## src/rtl/data_mem_arbiter.sv

```systemverilog
// Two-port arbiter (CPU port A, debug/DMA port B) in front of a single synchronous RAM.
// Round-robin on ties, with a bounded bus lock for port B.
module data_mem_arbiter #(
    parameter int unsigned MAX_LOCK = 4
) (
    input  logic       clk,
    input  logic       rst_n,
    input  logic       a_req,
    input  logic       a_we,
    input  logic [7:0] a_addr,
    input  logic [7:0] a_wdata,
    input  logic       b_req,
    input  logic       b_we,
    input  logic [7:0] b_addr,
    input  logic [7:0] b_wdata,
    input  logic       b_lock,
    output logic       a_gnt,
    output logic       b_gnt,
    output logic       a_rvalid,
    output logic       b_rvalid,
    output logic [7:0] a_rdata,
    output logic [7:0] b_rdata,
    output logic       a_stall,
    output logic       mem_en,
    output logic       mem_we,
    output logic [7:0] mem_addr,
    output logic [7:0] mem_wdata,
    input  logic [7:0] mem_rdata
);

    localparam int unsigned CNT_W = 4;
    localparam logic [CNT_W-1:0] LOCK_MAX = CNT_W'(MAX_LOCK);

    typedef enum logic [1:0] {
        ARB     = 2'd0,
        LOCK_B  = 2'd1,
        FORCE_A = 2'd2
    } state_t;

    state_t             state_q, state_d;
    logic               last_b_q, last_b_d;   // 1 = port B was granted last
    logic [CNT_W-1:0]   lock_cnt_q, lock_cnt_d;
    logic [CNT_W-1:0]   lock_inc;
    logic               gnt_a, gnt_b;
    logic               a_pend_q, b_pend_q;

    // Saturating count of cycles B has owned the bus, including the current one.
    always_comb begin
        lock_inc = (lock_cnt_q >= LOCK_MAX) ? LOCK_MAX : lock_cnt_q + CNT_W'(1);
    end

    always_comb begin
        state_d    = state_q;
        last_b_d   = last_b_q;
        lock_cnt_d = lock_cnt_q;
        gnt_a      = 1'b0;
        gnt_b      = 1'b0;
        case (state_q)
            ARB: begin
                if (a_req && b_req) begin
                    gnt_a = last_b_q;
                    gnt_b = ~last_b_q;
                end else begin
                    gnt_a = a_req;
                    gnt_b = b_req;
                end
                if (gnt_a) begin
                    last_b_d = 1'b0;
                end else if (gnt_b) begin
                    last_b_d = 1'b1;
                end
                if (gnt_b && b_lock) begin
                    state_d    = LOCK_B;
                    lock_cnt_d = CNT_W'(1);
                end else begin
                    lock_cnt_d = '0;
                end
            end
            LOCK_B: begin
                gnt_b      = b_req;
                gnt_a      = a_req & ~b_req;
                lock_cnt_d = lock_inc;
                // Release wins over the starvation guard.
                if (!b_lock) begin
                    state_d    = ARB;
                    last_b_d   = 1'b1;
                    lock_cnt_d = '0;
                end else if ((lock_inc == LOCK_MAX) && a_req) begin
                    state_d = FORCE_A;
                end
            end
            FORCE_A: begin
                gnt_a      = a_req;
                state_d    = ARB;
                last_b_d   = 1'b0;
                lock_cnt_d = '0;
            end
            default: begin
                state_d    = ARB;
                last_b_d   = 1'b1;
                lock_cnt_d = '0;
            end
        endcase
    end

    always_ff @(posedge clk or negedge rst_n) begin
        if (!rst_n) begin
            state_q    <= ARB;
            last_b_q   <= 1'b1;
            lock_cnt_q <= '0;
            a_pend_q   <= 1'b0;
            b_pend_q   <= 1'b0;
        end else begin
            state_q    <= state_d;
            last_b_q   <= last_b_d;
            lock_cnt_q <= lock_cnt_d;
            a_pend_q   <= gnt_a & ~a_we;
            b_pend_q   <= gnt_b & ~b_we;
        end
    end

    // Grant-path outputs are combinational but forced low while reset is asserted.
    always_comb begin
        a_gnt     = rst_n & gnt_a;
        b_gnt     = rst_n & gnt_b;
        a_stall   = rst_n & a_req & ~gnt_a;
        mem_en    = a_gnt | b_gnt;
        mem_we    = 1'b0;
        mem_addr  = '0;
        mem_wdata = '0;
        if (a_gnt) begin
            mem_we    = a_we;
            mem_addr  = a_addr;
            mem_wdata = a_wdata;
        end else if (b_gnt) begin
            mem_we    = b_we;
            mem_addr  = b_addr;
            mem_wdata = b_wdata;
        end
        a_rvalid = a_pend_q;
        b_rvalid = b_pend_q;
        a_rdata  = a_pend_q ? mem_rdata : '0;
        b_rdata  = b_pend_q ? mem_rdata : '0;
    end

endmodule
```

## config.mk

```make
export PLATFORM = sky130hd
export DESIGN_NAME = data_mem_arbiter
export DESIGN_NICKNAME = d
export VERILOG_FILES = /design/src/rtl/data_mem_arbiter.sv
export SDC_FILE = /design/constraint.sdc
export NUM_CORES = 1
export LEC_CHECK = 0
export BUFFER_PORTS_ARGS = -buffer_cell sky130_fd_sc_hd__buf_2
export CAP_MARGIN = 10
export CORE_ASPECT_RATIO = 1.4
export CORE_UTILIZATION = 29
export DETAILED_ROUTE_END_ITERATION = 10
export PLACE_DENSITY = 0.76
export SETUP_SLACK_MARGIN = 0.3
export SYNTH_ARGS = -nofsm -noshare
export SYNTH_HDL_FRONTEND = slang
export SYNTH_SLANG_ARGS = --single-unit
export TNS_END_PERCENT = 100
```

## constraint.sdc

```tcl
create_clock -name clk -period 1.4 [get_ports clk]
set_input_delay 0.28 -clock clk [delete_from_list [all_inputs] [get_ports clk]]
set_output_delay 0.28 -clock clk [all_outputs]
set_load 0.05 [all_outputs]
```

After elaboration in Yosys (flattened, before gate mapping)
Cells that the tools add are included.
{ "totals": {"ff_bits": 9, "latch_bits": 0, "mem_bits_rw": 0, "rom_bits": 0, "in_bits": 47, "out_inout_bits": 39, "elab_cells": 59, "memories": 0} }
{ "op_classes": {"addsub": 1, "multipliers": 0, "div_mod_pow": 0, "n_lt_le_gt_ge": 1, "eq_ne": 7, "shift": 0, "n_mux": 26, "bitwise": 13, "reduce_logical": 6} }
{ "op_table": {"columns": ["operator", "count"], "rows": [
  ["$mux 8", 6],
  ["$mux 1", 10],
  ["$mux 4", 2],
  ["$pmux 4 s2", 1],
  ["$and 1x1->1", 7],
  ["$mux 2", 3],
  ["$ne 3x3->1 const B", 2],
  ["$pmux 1 s3", 2],
  ["$not 1->1", 5],
  ["$add 4x1->4 const B", 1],
  ["$eq 4x3->1 const B", 1],
  ["$ge 4x3->1 const B", 1],
  ["$ne 2x2->1 const B", 2],
  ["$pmux 2 s2", 1],
  ["$reduce_and 2->1", 2],
  ["$logic_and 1x1->1", 3],
  ["$eq 2x1->1 const B", 1],
  ["$eq 2x2->1 const B", 1],
  ["$logic_not 2->1", 1],
  ["$pmux 1 s2", 1],
  ["$or 1x1->1", 1]
]} }

Depth between registers and ports, before layout
Gate-level depths: netlist of the first run.
{ "depth": {"depth_word": 7, "mapped_depth": 5, "depth_no_buf": 4} }

Least setup slack after synthesis of the first run
OpenSTA, ideal clock, no wires.
{ "synth_timing": {"path_type": "reg-to-output", "start": "reg state_q[1]", "end": "out mem_addr[5]", "t_arrival_ns": 1.583, "required_ns": 1.120, "slack_ns": -0.463, "path_stages_with_launch": 5, "path_buffers": 1, "cell_sequence": "dfrtp_1 -> or2_4 -> a21oi_4 -> buf_6 -> a22o_1"} }
{ "synth_between": {"word_cells_on_any_way": 9, "classes_between": "2 x eq/ne; 4 x mux; 2 x bitwise; 1 x reduce/logical"} }
{ "synth_rtl": {"columns": ["item", "line_no", "text"], "rows": [
  ["start, declared", "40", "state_t state_q, state_d;"],
  ["start signal, assigned", "114", "state_q <= state_d;"],
  ["$eq 2x2->1, or another cell as far along", "58", "case (state_q)"],
  ["$pmux 1 s3 (*)", "58", null],
  ["$and 1x1->1 (*)", "124", "a_gnt = rst_n & gnt_a;"],
  ["named net a_gnt", "17", "output logic a_gnt,"],
  ["$mux 8 (*)", "131", "if (a_gnt) begin"],
  ["end, declared", "26", "output logic [7:0] mem_addr,"]
]} }
The timed path passes the listed nets; every way through them passes the cells marked *.

Worst setup path after layout of the first run
{ "layout_timing": {"start": "reg state_q[1]", "end": "out mem_addr[0]"} }
{ "layout_between": {"elab_chain_len": 5, "word_cells_on_any_way": 9, "classes_between": "2 x eq/ne; 4 x mux; 2 x bitwise; 1 x reduce/logical"} }
{ "layout_rtl": {"columns": ["item", "line_no", "text"], "rows": [
  ["$eq 2x1->1 / $logic_not 2->1 (equally long branches)", "58", null],
  ["$pmux 1 s2", "58", null],
  ["$and 1x1->1", "125", "b_gnt = rst_n & gnt_b;"],
  ["$mux 8", "135", "end else if (b_gnt) begin"],
  ["$mux 8 (*)", "131", null]
]} }
Mark *: on every way between the ends. The rest lies on a longest branch, timed or not.

==> impl_results.md, run 1 <==
- Avg WL per Cell: 21.8 um
- Clk root buf: clkbuf_4
- Critical path peak fanout: 19
- Startpoint Class: flip-flop
- Fin. Hold Viols: 0
- Critical path required time: 1120 ps
- Yosys warnings: 0
- Die Wd: 43.7 um
- Initial Utilization: 0.317
- Worst-skew pair later-pin latency: 290 ps
- Critical Path End Type: output port
- TNS Setup: -11820 ps
- CTS Buf Count: 3
- Failing checks: DRC, setup timing
- GRT Overall Usage: 0.292
- # port buffers: 85
- Setup CP Type: flip-flop to output port
- Via density: 5.60
- Worst Hold Endpoint: b_rvalid
- Compound-Gate Fraction of Synth Area: 0.322
- Worst R2R End: state_q[0]
- Ys flop type: dfrtp_1
- Setup violations, final: 37
- Syn_nets: 122
- FP Rows: 20
- Max Freq: 491 MHz
- Area of the multi-input gates: 632 um2
- Synth Area in Adders: 0.0177
- 1st-iter DRT viols: 49
- Synth Area in XOR/XNOR: 0
- Sw Share: 0.447
- Sequential Power Share: 0.189
- Floorplan core area: 0.00223 mm2
- Distinct cells, synth: 26
- Placed cell area: 0.00136 mm2
- Largest family of logic cells by synthesized area: compound AO/OA/AOI/OAI gates
- Sink Count: 9
- Final ANT Viol Nets: 0
- Die H: 60.4 um
- Commonest non-fill, non-tap cell in the layout: buf_2
- Internal: 0.953 mW
- Drt pass-1 iters: 7
- Simple-Gate Fraction of Synth Area: 0.287
- Pin count of the biggest net entering global routing: 20
- Grt ovf: 0
- Commonest cells after routing, fill and taps aside: buf_2 (46), buf_8 (35), and2_4 (16)
- Hold Crit Start: b_we
- Post-synthesis cell area: 707 um2
- Slew Viols, Final: 0
- Antenna violations before repair: 0
- Worst hold path type: input pin to flip-flop
- Final Critical Period: 2040 ps
- CTS tree: done
- Psw: 0.770 mW
- Final Skew: 13.6 ps
- Clock slew at reported path FFs: 70 ps
- Mux share of post-synthesis cell area: 0
- Unrepaired setup endpoints after global routing: yes
- Hold WS: 168 ps
- Fin crit share: 1.46
- Lkg Pwr: 0.985 nW
- Number of H-tree levels: 1
- Power Density: 885 mW/mm2
- Remaining DRCs: 8
- Register bit total from synthesis: 9
- Diode count: 0
- Die Area: 0.00264 mm2
- Fill count: 102
- Final WL: 4410 um
- Maximum VDD drop: 696 uV
- Place WS: -307 ps
- Crit path from: state_q[1]
- Vias in the first global route: 1144
- Share of layout cells above drive strength 1: 0.861
- Sequential cell area fraction in the yosys report: 0.320
- DP Wirelength: 2120 um
- Final net count: 229
- Avg Cell Area, Syn: 9.55 um2
- Status: finished with violations
- Via count: 1131
- Reg area: 230 um2
- Final std cell area, no fill: 0.00195 mm2
- Area Growth Syn to Fin: 175%
- Max cap viols: 0
- Async SR Flop Fraction: 1.00
- Clock power frac: 0.130
- Setup slack, reg-to-reg: 90 ps
- Max clock buf depth: 2
- Critical path data arrival time: 1760 ps
- R2R cell count: 4
- Comb pwr share: 0.682
- Worst Slack Setup Final: -637 ps
- Reg2reg start: state_q[1]
- Total power: 1.72 mW
- Synthesized instance count: 74
- IO Count: 86
- Post-synth EDFFs: 0
- First-pass GRT wire length: 5460 um
- Hold depth: 2
- GPL Wtd Cong: 0.791
-- Yosys cell counts, types with 2 or more instances --
| cell type | instances | area [um2] |
|---|---|---|
| and2_1 | 16 | 100 |
| a21oi_1 | 2 | 10.0 |
| nor2_1 | 3 | 11.3 |
| nand4b_1 | 2 | 17.5 |
| dfrtp_1 | 8 | 200 |
| buf_6 | 3 | 33.8 |
| o21ai_0 | 2 | 10.0 |
| nand2_1 | 4 | 15.0 |
| a22o_1 | 17 | 149 |
-- layer usage --
layer	vias to the layer above	track usage	share of wire
met5	-	0	0
met4	0	0.147	0.056
met3	19	0.0476	0.074
met2	78	0.582	0.56
met1	541	0.280	0.31
li1	493	-	-
-- cells by family after synthesis --
kind of cell               after synthesis
and+or+nand+nor                         33
AOI/OAI and AO/OA                       27
DFF                                      9
buffers and inverters                    3
adders and majority gates                1
other                                    1
-- what timing repair did --
action                     in CTS  in global routing
setup buffers                   9                  0
pin swaps                      17                  0
resized for setup             115                 21
setup endpoints to repair      45                 47
gates cloned                    1                  0
hold buffers                    1                  0
hold endpoints to repair        8                  0
-- registers in the layout, indices dropped and copies added, names as in the netlist --
name,cells
last_b_q,1
b_rvalid,1
state_q,2
lock_cnt_q,4
a_rvalid,1
-- critical path, stage by stage, from the launching register on --
cell,delay (ps)
dfrtp_2,450
or2_4,280
a21oi_4,170
buf_12,180
a22o_2,210
buf_8,160
-- layout make-up --
type / instances / area share
clock buffer: 4 / 0.0135
timing repair buffer: 105 / 0.529
tap: 22 / 0.0141
sequential: 9 / 0.118
multi-input combinational: 62 / 0.325
-- how the worst max path moves through the flow --
stage | end | depth (start not counted) | slack (ps)
4_1_cts | mem_addr[7] | 6 | -560
6_report | mem_addr[0] | 5 | -640
5_1_grt | mem_addr[0] | 6 | -670
2_1_floorplan | mem_addr[5] | 5 | -260
3_3_place_gp | mem_addr[5] | 5 | -280
3_5_place_dp | mem_addr[3] | 5 | -310
-- per-stage QoR --
step,std cells,utilization
finish,202,0.874
floorplan,74,-
global route,202,0.874
detailed placement,187,0.611
CTS,202,0.839
global placement,187,0.611
-- power by group through the flow --
stage          clock [mW]  combinational, mW  sequential [mW]
6_report            0.223               1.17            0.325
5_1_grt             0.236               1.21            0.326
4_1_cts             0.219               1.08            0.319
3_5_place_dp            0              0.810            0.332
3_3_place_gp            0              0.796            0.329
2_1_floorplan           0              0.576            0.347
Note: power is estimated with default switching activity, not from simulation.
==> run 2: changes to the inputs <==
--- a/config.mk
+++ b/config.mk
@@ -5,10 +5,11 @@
 export SDC_FILE = /design/constraint.sdc
 export NUM_CORES = 1
 export LEC_CHECK = 0
+export ABC_AREA = 1
 export BUFFER_PORTS_ARGS = -buffer_cell sky130_fd_sc_hd__buf_2
 export CAP_MARGIN = 10
 export CORE_ASPECT_RATIO = 1.4
-export CORE_UTILIZATION = 29
+export CORE_UTILIZATION = 32
 export DETAILED_ROUTE_END_ITERATION = 10
 export PLACE_DENSITY = 0.76
 export SETUP_SLACK_MARGIN = 0.3
==> impl_results.md, run 2 <==
- Register bit total from synthesis: 9
- Synthesized instance count: 146
- Avg Cell Area, Syn: 5.90 um2
- Clk root buf: clkbuf_4
- Pin count of the biggest net entering global routing: 20
- Grt repair worst endpoint: a_stall
- Number of H-tree levels: 1
- GPL Wtd Cong: 0.808
- Post-synthesis cell area: 862 um2
- Max clock buf depth: 2
- Post-synth EDFFs: 0
- Placed cell area: 0.00170 mm2
- DP Wirelength: 2440 um
- Count leader, synth: nand2_1
- Place WS: -336 ps
- Sink Count: 9
- Sequential cell area fraction in the yosys report: 0.263
- Async SR Flop Fraction: 1.00
- Top cell type's share of synthesized area: 0.257
- Distinct cells, synth: 25
- # port buffers: 85
- Die Wd: 45.9 um
- CTS Buf Count: 3
- Stop stage: global routing
- IO Count: 86
- Status: aborted with a tool error
- Syn_nets: 194
- Worst EP Category: top-level output
- FP Rows: 21
- Initial Utilization: 0.349
- Die H: 63.4 um
- Ys flop type: dfrtp_1
- Yosys warnings: 0
- Placed Instances: 270
- Synth cell count leaders: nand2_1 (59), inv_1 (26), nand3_1 (20), dfrtp_1 (8), o21ai_0 (5)
- Dominant cells by area after synthesis: nand2_1 (26%), dfrtp_1 (23%), nand3_1 (12%), inv_1 (11%), dfstp_2 (3.0%)
- Largest area contributor in the netlist: nand2_1
- Err: [ERROR DPL-0038] Utilization greater than 100%, impossible to legalize
-- run 2: cells by family after synthesis --
group,share of synthesized area
simple gates,0.495
buf+inv,0.171
flops,0.263
compound gates,0.0522
fa+ha+maj,0.0145
other cells,0.00435
-- run 2: timing repair --
item / in CTS
pin swaps: 5
hold buffers: 0
gates resized for setup: 131
endpoints found under the setup margin: 42
gates cloned: 3
setup buffers: 6
-- run 2: metrics by stage --
| stage | utilization | TNS, ps | hold WS [ps] |
|---|---|---|---|
| after global placement | 0.689 | -6380 | 464 |
| after detailed placement | 0.689 | -6580 | 462 |
| after floorplan | - | -1510 | -15.6 |
| after CTS | 0.913 | -9580 | 200 |
==> run 3: changes to the inputs <==
--- a/config.mk
+++ b/config.mk
@@ -8,11 +8,9 @@
 export ABC_AREA = 1
 export BUFFER_PORTS_ARGS = -buffer_cell sky130_fd_sc_hd__buf_2
 export CAP_MARGIN = 10
-export CORE_ASPECT_RATIO = 1.4
-export CORE_UTILIZATION = 32
+export CORE_UTILIZATION = 22
 export DETAILED_ROUTE_END_ITERATION = 10
-export PLACE_DENSITY = 0.76
-export SETUP_SLACK_MARGIN = 0.3
+export PLACE_DENSITY_LB_ADDON = 0.15
 export SYNTH_ARGS = -nofsm -noshare
 export SYNTH_HDL_FRONTEND = slang
 export SYNTH_SLANG_ARGS = --single-unit
==> constraint.sdc (replaced) <==
create_clock -name clk -period 1.8 [get_ports clk]
set_input_delay 0.36 -clock clk [delete_from_list [all_inputs] [get_ports clk]]
set_output_delay 0.36 -clock clk [all_outputs]
set_load 0.05 [all_outputs]
==> impl_results.md, run 3 <==
- Max cap viols: 0
- FP Rows: 22
- Status: finished with violations
- Internal: 0.742 mW
- CTS Buf Count: 3
- Psw: 0.806 mW
- GRT Overall Usage: 0.152
- Synth cell count leaders: nand2_1 (59), inv_1 (26), nand3_1 (20), dfrtp_1 (8), o21ai_0 (5)
- Ys flop type: dfrtp_1
- Post-synthesis cell area: 862 um2
- Drt pass-1 iters: 4
- Worst-skew pair later-pin latency: 230 ps
- Reg area: 228 um2
- Die Area: 0.00417 mm2
- Largest area contributor in the netlist: nand2_1
- Biggest regs: lock_cnt_q (4), state_q (2)
- Diode count: 0
- First-pass GRT wire length: 5020 um
- Distinct cells, synth: 25
- Largest register FFs: 4
- Die H: 64.6 um
- Area of the multi-input gates: 666 um2
- Share of layout cells above drive strength 1: 0.551
- Biggest register: lock_cnt_q
- Number of H-tree levels: 1
- Count leader, synth: nand2_1
- Top cell type's share of synthesized area: 0.257
- Grt ovf: 0
- Sw Share: 0.521
- Unrepaired setup endpoints after global routing: yes
- Commonest non-fill, non-tap cell in the layout: buf_2
- Startpoint Class: flip-flop
- DP Wirelength: 2170 um
- Sequential Power Share: 0.178
- Floorplan core area: 0.00372 mm2
- Hold WS: 106 ps
- Lkg Pwr: 1.11 nW
- Remaining DRCs: 0
- Fin crit share: 1.03
- Avg WL per Cell: 10.5 um
- Final Critical Period: 1850 ps
- Max clock buf depth: 2
- R2R cell count: 7
- Via count: 1219
- Synthesized instance count: 146
- # port buffers: 85
- Setup violations, final: 20
- Clock slew at reported path FFs: 40 ps
- Worst Slack Setup Final: -54.6 ps
- Worst hold path type: input pin to asynchronous set/reset pin
- IO Count: 86
- Final WL: 3040 um
- Power Density: 884 mW/mm2
- Critical Path End Type: output port
- GPL Wtd Cong: 0.812
- 1st-iter DRT viols: 52
- Via density: 4.19
- Commonest cells after routing, fill and taps aside: buf_2 (65), nand2_1 (46), inv_1 (25)
- Final ANT Viol Nets: 0
- Final net count: 292
- Post-synth EDFFs: 0
- Async SR Flop Fraction: 1.00
- Pin count of the biggest net entering global routing: 16
- Syn_nets: 194
- Initial Utilization: 0.232
- Yosys warnings: 0
- Critical path data arrival time: 1490 ps
- Antenna violations before repair: 0
- Clk root buf: clkbuf_8
- Critical path peak fanout: 6
- Maximum VDD drop: 506 uV
- Setup CP Type: flip-flop to output port
- Placed Instances: 279
- Fin cells: 291
- Die Wd: 64.6 um
- Final Skew: 1.58 ps
- Critical path required time: 1440 ps
- Register bit total from synthesis: 9
- CTS tree: done
- Max Freq: 539 MHz
- Dominant cells by area after synthesis: nand2_1 (26%), dfrtp_1 (23%), nand3_1 (12%), inv_1 (11%), dfstp_2 (3.0%)
- Failing checks: setup timing
- Clock power frac: 0.149
- Vias in the first global route: 1179
- Area Growth Syn to Fin: 103%
- Fin. Hold Viols: 0
- Fill count: 390
- Avg Cell Area, Syn: 5.90 um2
- Slew Viols, Final: 0
- Sequential cell area fraction in the yosys report: 0.263
- Total power: 1.55 mW
- Sink Count: 9
- Comb pwr share: 0.673
## run 3: cell counts after synthesis
Identical to the previous run, type by type.
## run 3: path summary, 6_finish.rpt
| check | startpoint | end | slack [ps] |
|---|---|---|---|
| min in group clk | b_we | b_rvalid | 300 |
| worst min-delay path | rst_n | state_q[0] | 110 |
| worst min register to register | lock_cnt_q[2] | lock_cnt_q[1] | 560 |
| worst max register to register | state_q[1] | last_b_q | 570 |
| max in group asynchronous | rst_n | lock_cnt_q[2] | 1090 |
| worst max-delay path | last_b_q | mem_addr[7] | -50 |
## run 3: cell families after synthesis
family / share of synthesized area
AO/OA/AOI/OAI: 0.0522
adder cells (fa/ha/maj): 0.0145
buffers and inverters: 0.171
flip-flops: 0.263
other: 0.00435
AND/OR/NAND/NOR: 0.495
## run 3: power by group through the flow
stage	combinational, mW	clock (mW)	sequential (mW)
global route	1.12	0.255	0.281
global placement	0.807	0	0.269
CTS	1.01	0.241	0.271
detailed placement	0.804	0	0.269
floorplan	0.602	0	0.276
finish	1.04	0.231	0.276
## run 3: final cells by class
| class | count | share of cell area |
|---|---|---|
| clock buffer | 4 | 0.0257 |
| inverter | 27 | 0.0579 |
| multi-input combinational | 107 | 0.380 |
| sequential | 9 | 0.130 |
| tap | 48 | 0.0343 |
| timing repair buffer | 96 | 0.372 |
## run 3: routing by layer
metal,GRT usage,wire [um]
met3,0.0458,229
met4,0.0583,46
met2,0.274,1560
met1,0.166,1210
met5,0,0
## run 3: stage by stage
stage / utilization / setup slack (ps) / area (um2) / setup TNS [ps]
after global placement: 0.367 / 11.9 / 1370 / 0
after detailed placement: 0.367 / 6.55 / 1370 / 0
after floorplan: - / -14.4 / 868 / -130
after global routing: 0.471 / -152 / 1750 / -2420
final: 0.471 / -54.6 / 1750 / -736
after CTS: 0.451 / -61.4 / 1680 / -911
## run 3: worst max-delay path: stages, from the launching register on
cell and delay [ps]:
dfstp_2 540, nand2_4 70, o21ai_4 170, nor2_4 60, buf_6 140, nand2_2 50, nand2_1 70, buf_6 150
## run 3: timing repair
action / 4_1_cts / 5_1_grt
gates resized for setup: 58 / 17
setup buffers: 5 / 1
cloned: 3 / 0
endpoints found under the hold margin: 3 / 3
setup endpoints to repair: 21 / 21
pin swaps: 15 / 4
==> run 4: changes to the inputs <==
--- a/config.mk
+++ b/config.mk
@@ -5,11 +5,12 @@
 export SDC_FILE = /design/constraint.sdc
 export NUM_CORES = 1
 export LEC_CHECK = 0
-export ABC_AREA = 1
 export BUFFER_PORTS_ARGS = -buffer_cell sky130_fd_sc_hd__buf_2
 export CAP_MARGIN = 10
-export CORE_UTILIZATION = 22
+export CORE_AREA = 2 2 63 65
 export DETAILED_ROUTE_END_ITERATION = 10
+export DIE_AREA = 0 0 65 67
+export GPL_TIMING_DRIVEN = 0
 export PLACE_DENSITY_LB_ADDON = 0.15
 export SYNTH_ARGS = -nofsm -noshare
 export SYNTH_HDL_FRONTEND = slang
==> impl_results.md, run 4 (same netlist as run 1, synthesis figures left out) <==
- WL met2: 1520 um
- # port buffers: 85
- Drt pass-1 iters: 4
- Commonest non-fill, non-tap cell in the layout: buf_2
- Diode count: 0
- Final WL: 2750 um
- Avg WL per Cell: 12.5 um
- Critical path required time: 1440 ps
- CP Cell Sequence: nand2_2, o211a_1, buf_6, buf_6, a22o_4, buf_8
- Placed Instances: 207
- Post-layout util: 0.427
- Via count: 965
- Share of layout cells above drive strength 1: 0.669
- Fin. Hold Viols: 0
- R2R cell count: 5
- Critical-path top delay cell: dfstp_2
- Clk root buf: clkbuf_8
- Floorplan core area: 0.00361 mm2
- Power Density: 773 mW/mm2
- Clock slew at reported path FFs: 50 ps
- Antenna violations before repair: 0
- Met1 WL: 985 um
- Total power: 1.19 mW
- Startpoint Class: flip-flop
- Max cap viols: 0
- Final ANT Viol Nets: 0
- Pin count of the biggest net entering global routing: 11
- Biggest register: lock_cnt_q
- IO Count: 86
- Vias in the first global route: 861
- Final Critical Period: 2060 ps
- Initial Utilization: 0.196
- Setup slack, reg-to-reg: 630 ps
- Failing checks: setup timing
- GPL Wtd Cong: 0.652
- Worst-skew pair later-pin latency: 230 ps
- Most used cell, CP: buf_6
- Place WS: -191 ps
- Lkg Pwr: 0.841 nW
- Metal3 WL: 204 um
- DP Wirelength: 2070 um
- Grt ovf: 0
- Critical Path End Type: output port
- Unrepaired setup endpoints after global routing: yes
- Setup violations, final: 20
- Slowest Stage Delay on Critical Path: 550 ps
- Max Freq: 486 MHz
- Commonest cells after routing, fill and taps aside: buf_2 (65), buf_6 (19), and2_1 (16)
- Worst Slack Setup Final: -258 ps
- Fin cells: 220
- Status: finished with violations
- CTS tree: done
- Area Growth Syn to Fin: 118%
- FP Rows: 22
- Highest routed layer: met4
- Reg2reg start: last_b_q
- Die H: 67 um
- First-pass GRT wire length: 3930 um
- Worst R2R End: state_q[0]
- Remaining DRCs: 0
- Biggest regs: lock_cnt_q (4), state_q (2)
- Worst hold path type: input pin to asynchronous set/reset pin
- CTS Buf Count: 3
- Number of H-tree levels: 1
- Max clock buf depth: 2
- Via density: 4.39
- Slew Viols, Final: 0
- Maximum VDD drop: 356 uV
- GRT Overall Usage: 0.116
- Critical path peak fanout: 6
- Final Skew: 1.32 ps
- Die Area: 0.00436 mm2
- Final net count: 221
- Fin crit share: 1.14
- Sink Count: 9
- Critical path data arrival time: 1700 ps
- Die Wd: 65 um
- Setup CP Type: flip-flop to output port
- 1st-iter DRT viols: 12
- Largest register FFs: 4
- TNS Setup: -4290 ps
run 4: cell types whose count changed in the layout (fill, tap and decap cells not counted), sizes merged, moves of 2 or more:
cell / before / now
a22o: 0 / 17
a21oi: 1 / 3
nor2: 8 / 3
and2: 0 / 16
nand2: 62 / 4
nand3: 24 / 0
nand4b: 0 / 2
o21ai: 6 / 2
or2: 0 / 2
inv: 27 / 0
run 4: metrics by stage:
stage | instance area (um2) | hold WS, ps
6_report | 1540 | 106
4_1_cts | 1490 | 105
2_1_floorplan | 718 | 64.4
3_5_place_dp | 1200 | 237
3_3_place_gp | 1200 | 235
5_1_grt | 1540 | 113
run 4: critical path: cells and delay by family, from the launching register on:
kind                   cells  cell delay [ps]
AO/OA/AOI/OAI              2              450
AND/OR/NAND/NOR            1               60
flip-flops                 1              550
buffers and inverters      3              410
run 4: final cells by class:
type	count	area [um2]
plain buffers	3	37.5
flip-flops and latches	9	228
well taps	48	60.1
repair buffers	94	659
clock buffers	4	45.0
multi-input cells	62	509
fillers	367	2070
run 4: what timing repair did:
| item | 4_1_cts | 5_1_grt |
|---|---|---|
| gates cloned | 2 | 0 |
| resized for setup | 53 | 8 |
| pin swaps | 3 | 5 |
| endpoints found under the hold margin | 8 | 0 |
| setup endpoints to repair | 20 | 20 |
| buffers inserted | 4 | 3 |
| hold buffers | 1 | 0 |
run 4: power breakdown:
part           switching, mW  leakage (nW)  internal [mW]
clock network         0.0849        0.0228          0.155
logic                  0.404         0.704          0.290
registers             0.0272         0.115          0.229
run 4: worst max path at each step:
stage / from / endpoint
finish: last_b_q / mem_wdata[2]
global route: state_q[1] / mem_wdata[3]
global placement: rst_n / mem_wdata[5]
CTS: last_b_q / mem_wdata[4]
detailed placement: rst_n / mem_wdata[4]
floorplan: state_q[1] / mem_addr[5]
run 4: per-layer routing:
layer | vias up | global-route usage
met5 | - | 0
li1 | 475 | -
met2 | 40 | 0.213
met3 | 4 | 0.0203
met1 | 446 | 0.133
met4 | 0 | 0.0479
